File: config.mk
export PLATFORM = sky130hd
export DESIGN_NAME = pic_ack_sequencer
export DESIGN_NICKNAME = d
export VERILOG_FILES = /design/src/rtl/pic_ack_sequencer.sv
export SDC_FILE = /design/constraint.sdc
export NUM_CORES = 1
export LEC_CHECK = 0
export CORE_ASPECT_RATIO = 2
export CORE_MARGIN = 4
export CORE_UTILIZATION = 46
export CTS_CLUSTER_SIZE = 10
export DETAILED_ROUTE_END_ITERATION = 8
export PLACE_DENSITY = 0.84
export SETUP_SLACK_MARGIN = 0.2
export SYNTH_ARGS = -nofsm -noshare
export SYNTH_HDL_FRONTEND = slang
export SYNTH_SLANG_ARGS = --single-unit
File: constraint.sdc
create_clock -name clk -period 2.4 [get_ports clk]
set_input_delay 0.24 -clock clk [delete_from_list [all_inputs] [get_ports clk]]
set_output_delay 0.24 -clock clk [all_outputs]
set_load 0.02 [all_outputs]
File: src/rtl/pic_ack_sequencer.sv
// Interrupt controller core: IRR/ISR, fixed priority (IR0 highest), two-pulse INTA
// handshake with a vector byte on the second pulse, plus EOI and spurious handling.
module pic_ack_sequencer #(
    parameter int  NUM_IRQ = 8,
    parameter int  DATA_W  = 8,
    localparam int IDX_W   = (NUM_IRQ <= 2) ? 1 : $clog2(NUM_IRQ)
) (
    input  logic               clk,
    input  logic               reset_n,
    input  logic [NUM_IRQ-1:0] ir_req,
    input  logic [NUM_IRQ-1:0] imr,
    input  logic               edge_mode,
    input  logic               auto_eoi,
    input  logic [DATA_W-1:0]  vector_base,
    input  logic               inta_n,
    input  logic               eoi_valid,
    input  logic               eoi_specific,
    input  logic [IDX_W-1:0]   eoi_level,
    output logic               int_out,
    output logic [DATA_W-1:0]  data_out,
    output logic               data_oe,
    output logic [NUM_IRQ-1:0] irr,
    output logic [NUM_IRQ-1:0] isr,
    output logic [1:0]         o_dbg_state
);
    // Handshake: no valid/ready pairs here; inta_n is an asynchronous level that is
    // synchronised, and eoi_valid is a single-cycle strobe acted on in the cycle it is high.
    typedef enum logic [1:0] {S_IDLE, S_ACK1, S_WAIT2, S_ACK2} state_t;

    state_t              r_state, w_next;
    logic                r_inta_s1, r_inta_s2, r_inta_d;
    logic                w_fe, w_re;
    logic [NUM_IRQ-1:0]  r_irr, r_isr, r_ir_prev;
    logic [NUM_IRQ-1:0]  w_cand, w_ack_mask, w_isr_next, w_isr_low, w_irr_next;
    logic [IDX_W-1:0]    w_win, r_idx;
    logic                w_found, w_isr_block, w_win_valid;
    logic                r_spurious, r_int_out, r_data_oe;
    logic [DATA_W-1:0]   r_data_out;
    logic                w_ack1_entry, w_ack2_entry, w_ack2_exit, w_int_set, w_take;
    logic                w_unused;

    assign w_unused = ^vector_base[IDX_W-1:0];

    always_ff @(posedge clk or negedge reset_n) begin
        if (!reset_n) begin
            r_inta_s1 <= 1'b1;
            r_inta_s2 <= 1'b1;
            r_inta_d  <= 1'b1;
        end else begin
            r_inta_s1 <= inta_n;
            r_inta_s2 <= r_inta_s1;
            r_inta_d  <= r_inta_s2;
        end
    end

    assign w_fe = r_inta_d & ~r_inta_s2;
    assign w_re = ~r_inta_d & r_inta_s2;

    // A winner is only valid if no in-service level of equal or higher priority exists.
    always_comb begin
        w_cand      = r_irr & ~imr;
        w_win       = '0;
        w_found     = 1'b0;
        w_isr_block = 1'b0;
        for (int i = NUM_IRQ - 1; i >= 0; i--) begin
            if (w_cand[i]) begin
                w_win   = IDX_W'(i);
                w_found = 1'b1;
            end
        end
        for (int i = 0; i < NUM_IRQ; i++) begin
            if (r_isr[i] && (IDX_W'(i) <= w_win)) w_isr_block = 1'b1;
        end
        w_win_valid = w_found & ~w_isr_block;
    end

    always_ff @(posedge clk or negedge reset_n) begin
        if (!reset_n) r_state <= S_IDLE;
        else          r_state <= w_next;
    end

    always_comb begin
        w_next = r_state;
        case (r_state)
            S_IDLE:  if (w_fe) w_next = S_ACK1;
            S_ACK1:  if (w_re) w_next = S_WAIT2;
            S_WAIT2: if (w_fe) w_next = S_ACK2;
            S_ACK2:  if (w_re) w_next = S_IDLE;
            default: w_next = S_IDLE;
        endcase
    end

    always_comb begin
        w_ack1_entry = (r_state == S_IDLE)  && w_fe;
        w_ack2_entry = (r_state == S_WAIT2) && w_fe;
        w_ack2_exit  = (r_state == S_ACK2)  && w_re;
        w_int_set    = (r_state == S_IDLE)  && w_win_valid;
        w_take       = w_ack1_entry && w_win_valid;
        o_dbg_state  = r_state;
    end

    assign w_ack_mask = w_take ? (NUM_IRQ'(1) << w_win) : '0;
    assign w_irr_next = (edge_mode ? (r_irr | (ir_req & ~r_ir_prev)) : ir_req) & ~w_ack_mask;
    assign w_isr_low  = r_isr & (~r_isr + NUM_IRQ'(1));

    // Clears first, then the acknowledge set, so a same-bit set beats any EOI.
    always_comb begin
        w_isr_next = r_isr;
        if (eoi_valid) begin
            if (eoi_specific) begin
                for (int i = 0; i < NUM_IRQ; i++) begin
                    if (eoi_level == IDX_W'(i)) w_isr_next[i] = 1'b0;
                end
            end else begin
                w_isr_next = w_isr_next & ~w_isr_low;
            end
        end
        if (w_ack2_exit && auto_eoi && !r_spurious) w_isr_next = w_isr_next & ~(NUM_IRQ'(1) << r_idx);
        w_isr_next = w_isr_next | w_ack_mask;
    end

    always_ff @(posedge clk or negedge reset_n) begin
        if (!reset_n) begin
            r_irr      <= '0;
            r_isr      <= '0;
            r_ir_prev  <= '0;
            r_idx      <= '0;
            r_spurious <= 1'b0;
            r_int_out  <= 1'b0;
            r_data_out <= '0;
            r_data_oe  <= 1'b0;
        end else begin
            r_irr     <= w_irr_next;
            r_isr     <= w_isr_next;
            r_ir_prev <= ir_req;
            if (w_ack1_entry) begin
                r_idx      <= w_win_valid ? w_win : IDX_W'(NUM_IRQ - 1);
                r_spurious <= ~w_win_valid;
            end
            if (w_ack1_entry)   r_int_out <= 1'b0;
            else if (w_int_set) r_int_out <= 1'b1;
            if (w_ack2_entry) begin
                r_data_out <= {vector_base[DATA_W-1:IDX_W], r_idx};
                r_data_oe  <= 1'b1;
            end else if (w_ack2_exit) begin
                r_data_oe  <= 1'b0;
            end
        end
    end

    assign irr      = r_irr;
    assign isr      = r_isr;
    assign int_out  = r_int_out;
    assign data_out = r_data_out;
    assign data_oe  = r_data_oe;

endmodule

==> flow_summary.ini <==
[cts]
cts-root-buf = clkbuf_8
clk_latency_ns = 0.29
cts_max_level = 2
cts_buffers = 5
clk_path_buf_depth = 2
cts_tree = done
cts.sinks = 43
clk_pin_slew_ns = 0.08

[hold_path]
hp-class = in2async

[pwr]
powerDensity_nw_per_um2 = 878
p_leak_nw = 1.33
irDropWorstVdd_v = 0.00112

[timing]
hold_violations = 0
fin_worst_skew_ns = 0.0105
holdWs_ns = 0.0729
rsz0062_at_grt = yes
fin_crit_sh = 0.890
fin_crit_ns = 2.14
max_freq_mhz = 468
fin_setup_tns_ns = 0
slew_violations = 0
setup_viol = 0
worst_pin_slew_ns = 0.911
slew_headroom = 0.393

[critical_path]
reg2reg_depth = 7
required_ns = 2.58
worstReg2RegStart = irr[7]$_DFF_PN0_
path_max_fanout = 4
end_kind = flip-flop
crit_type = reg2reg
cp.arrival_ns = 2.31
timing.rr.end = irr[5]$_DFF_PN0_
critPathLaunchType = flip-flop
r2r_setup_slack_ns = 0.26

[floorplanning]
fp.dieH_um = 106
io_pins = 62
core_sq_um = 4640
start_util = 0.476
die_area_sq_um = 6050
num_rows = 35
die_w_um = 57.0

[global_route]
antenna_found_initial = 0
grt_pass1_wl_um = 9690
grt_pass1_vias = 2126
grt_overflow_total = 0
grt_max_degree = 44
grt_use_total = 0.205

[drt]
postRouteAntennaNets = 0
num_vias = 2061
firstDrtPassIters = 4
wirelength_um = 5930
drc = 0
routed_via_density = 5.87
drtIter0Drc = 89
wl_per_cell_um = 16.9

[finish]
syn_to_final_growth_pct = 40.5
n_antenna_cell = 0
fin_nets = 334
drive_gt1_frac = 0.182

[logic_synthesis]
async_flop_share = 1.00
avgSynthCellArea_sq_um = 10.1
ys_warn_count = 0
synthTopCellsByCount = dfrtp_1 (40), nand2_1 (20), nor2_1 (17), a21oi_1 (15), o21ai_0 (13)
synth.top_cell.area_share = 0.453
ys_dominant_reg_cell = dfrtp_1
ys_types = 50
synth_edf_count = 0
ys_ff_latch = 43
synth_area_leaders = dfrtp_1 (45%), mux2_2 (4.1%), dfstp_2 (3.6%), a21oi_1 (3.4%), nand2_1 (3.4%)
syn-num-nets = 256
yosysSeqAreaShare = 0.488
yosys.area.top_type = dfrtp_1
syn_area_sq_um = 2210
syn-instance-count = 218
yosysMostFrequentCell = dfrtp_1

[placed_design]
globalplace.congestion = 0.943
numPortBuffers = 58
hpwl_um = 4600

[run]
cap_viol_max_count = 0

[outcome]
status = finished clean
## cell type report
type	instances	area, sq um
Clock inverter	1	30.0
Sequential cell	43	1080
Tap cell	55	68.8
Clock buffer	6	72.6
Timing Repair Buffer	78	726
Inverter	4	15.0
Fill cell	398	1540
Multi-Input combinational cell	164	1110
## what timing repair did
action	CTS	global route
gates resized for setup	0	6
setup endpoints to repair	0	4
setup buffers	0	4
hold buffers	0	0
## state kept, by name, summed over array words and instances (netlist names)
name         flops
isr              8
r_inta_s2        1
r_inta_s1        1
r_spurious       1
int_out          1
data_out         8
r_idx            3
r_inta_d         1
r_ir_prev        8
irr              8
o_dbg_state      2
data_oe          1
## layer usage
layer | GRT usage | routed length (um) | vias to the layer above
li1 | - | - | 956
met1 | 0.208 | 2020 | 988
met2 | 0.361 | 3270 | 88
met3 | 0.0401 | 293 | 29
met4 | 0.144 | 351 | 0
met5 | 0 | 0 | -
## how the worst max path moves through the flow
stage | to | startpoint | slack [ns] | cells past startpoint
final | irr[5]$_DFF_PN0_ | irr[7]$_DFF_PN0_ | 0.26 | 7
after global routing | irr[5]$_DFF_PN0_ | irr[3]$_DFF_PN0_ | 0.17 | 7
after CTS | isr[1]$_DFF_PN0_ | irr[7]$_DFF_PN0_ | 0.23 | 7
after detailed placement | irr[1]$_DFF_PN0_ | imr[6] | -0.04 | 8
after global placement | irr[1]$_DFF_PN0_ | imr[6] | -0.01 | 8
after floorplan | irr[3]$_DFF_PN0_ | irr[6]$_DFF_PN0_ | 0.41 | 7
## stage by stage
stage / total power, W / cells / worst slack (ns) / area (sq um) / util
6_report: 0.00273 / 351 / 0.265 / 3110 / 0.669
5_1_grt: 0.00289 / 351 / 0.169 / 3110 / 0.669
4_1_cts: 0.00272 / 347 / 0.227 / 3040 / 0.655
3_5_place_dp: 0.00218 / 340 / -0.0358 / 2940 / 0.633
3_3_place_gp: 0.00214 / 340 / -0.0108 / 2940 / 0.633
2_1_floorplan: 0.00167 / 218 / 0.414 / 2210 / -
## worst max-delay path: stages, from the launching register on
cell and delay (ns):
dfrtp_1 0.40, nor2b_4 0.15, or4_4 0.54, a41oi_4 0.28
o21ai_0 0.18, nor3_1 0.28, buf_4 0.16, nor2_1 0.04
## report_power, final
group	internal [W]	switching [W]
registers	0.000897	0.000149
clock network	0.000305	0.000227
logic	0.000572	0.000577
total	0.00177	0.000954
## cells in the final DEF, fill, tap and decap left out, types with 8 or more instances in the layout
cell type and n:
nor2_1 17, a22oi_1 8, dfrtp_1 40, a21oi_1 14, nand2b_1 8, clkdlybuf4s50_1 57, nor3_1 8, mux2_2 8
buf_4 20, o21ai_0 13, nand2_1 20
## cell families (layout without fill, tap and decap cells)
family	count (synthesis)	in the layout	share of synthesized area
and+or+nand+nor	88	88	0.225
AOI/OAI and AO/OA	64	64	0.200
DFF	43	43	0.488
buffers and inverters	11	89	0.0238
muxes	8	8	0.0407
adders and majority gates	4	4	0.0226
(Power assumes the default switching activity.)
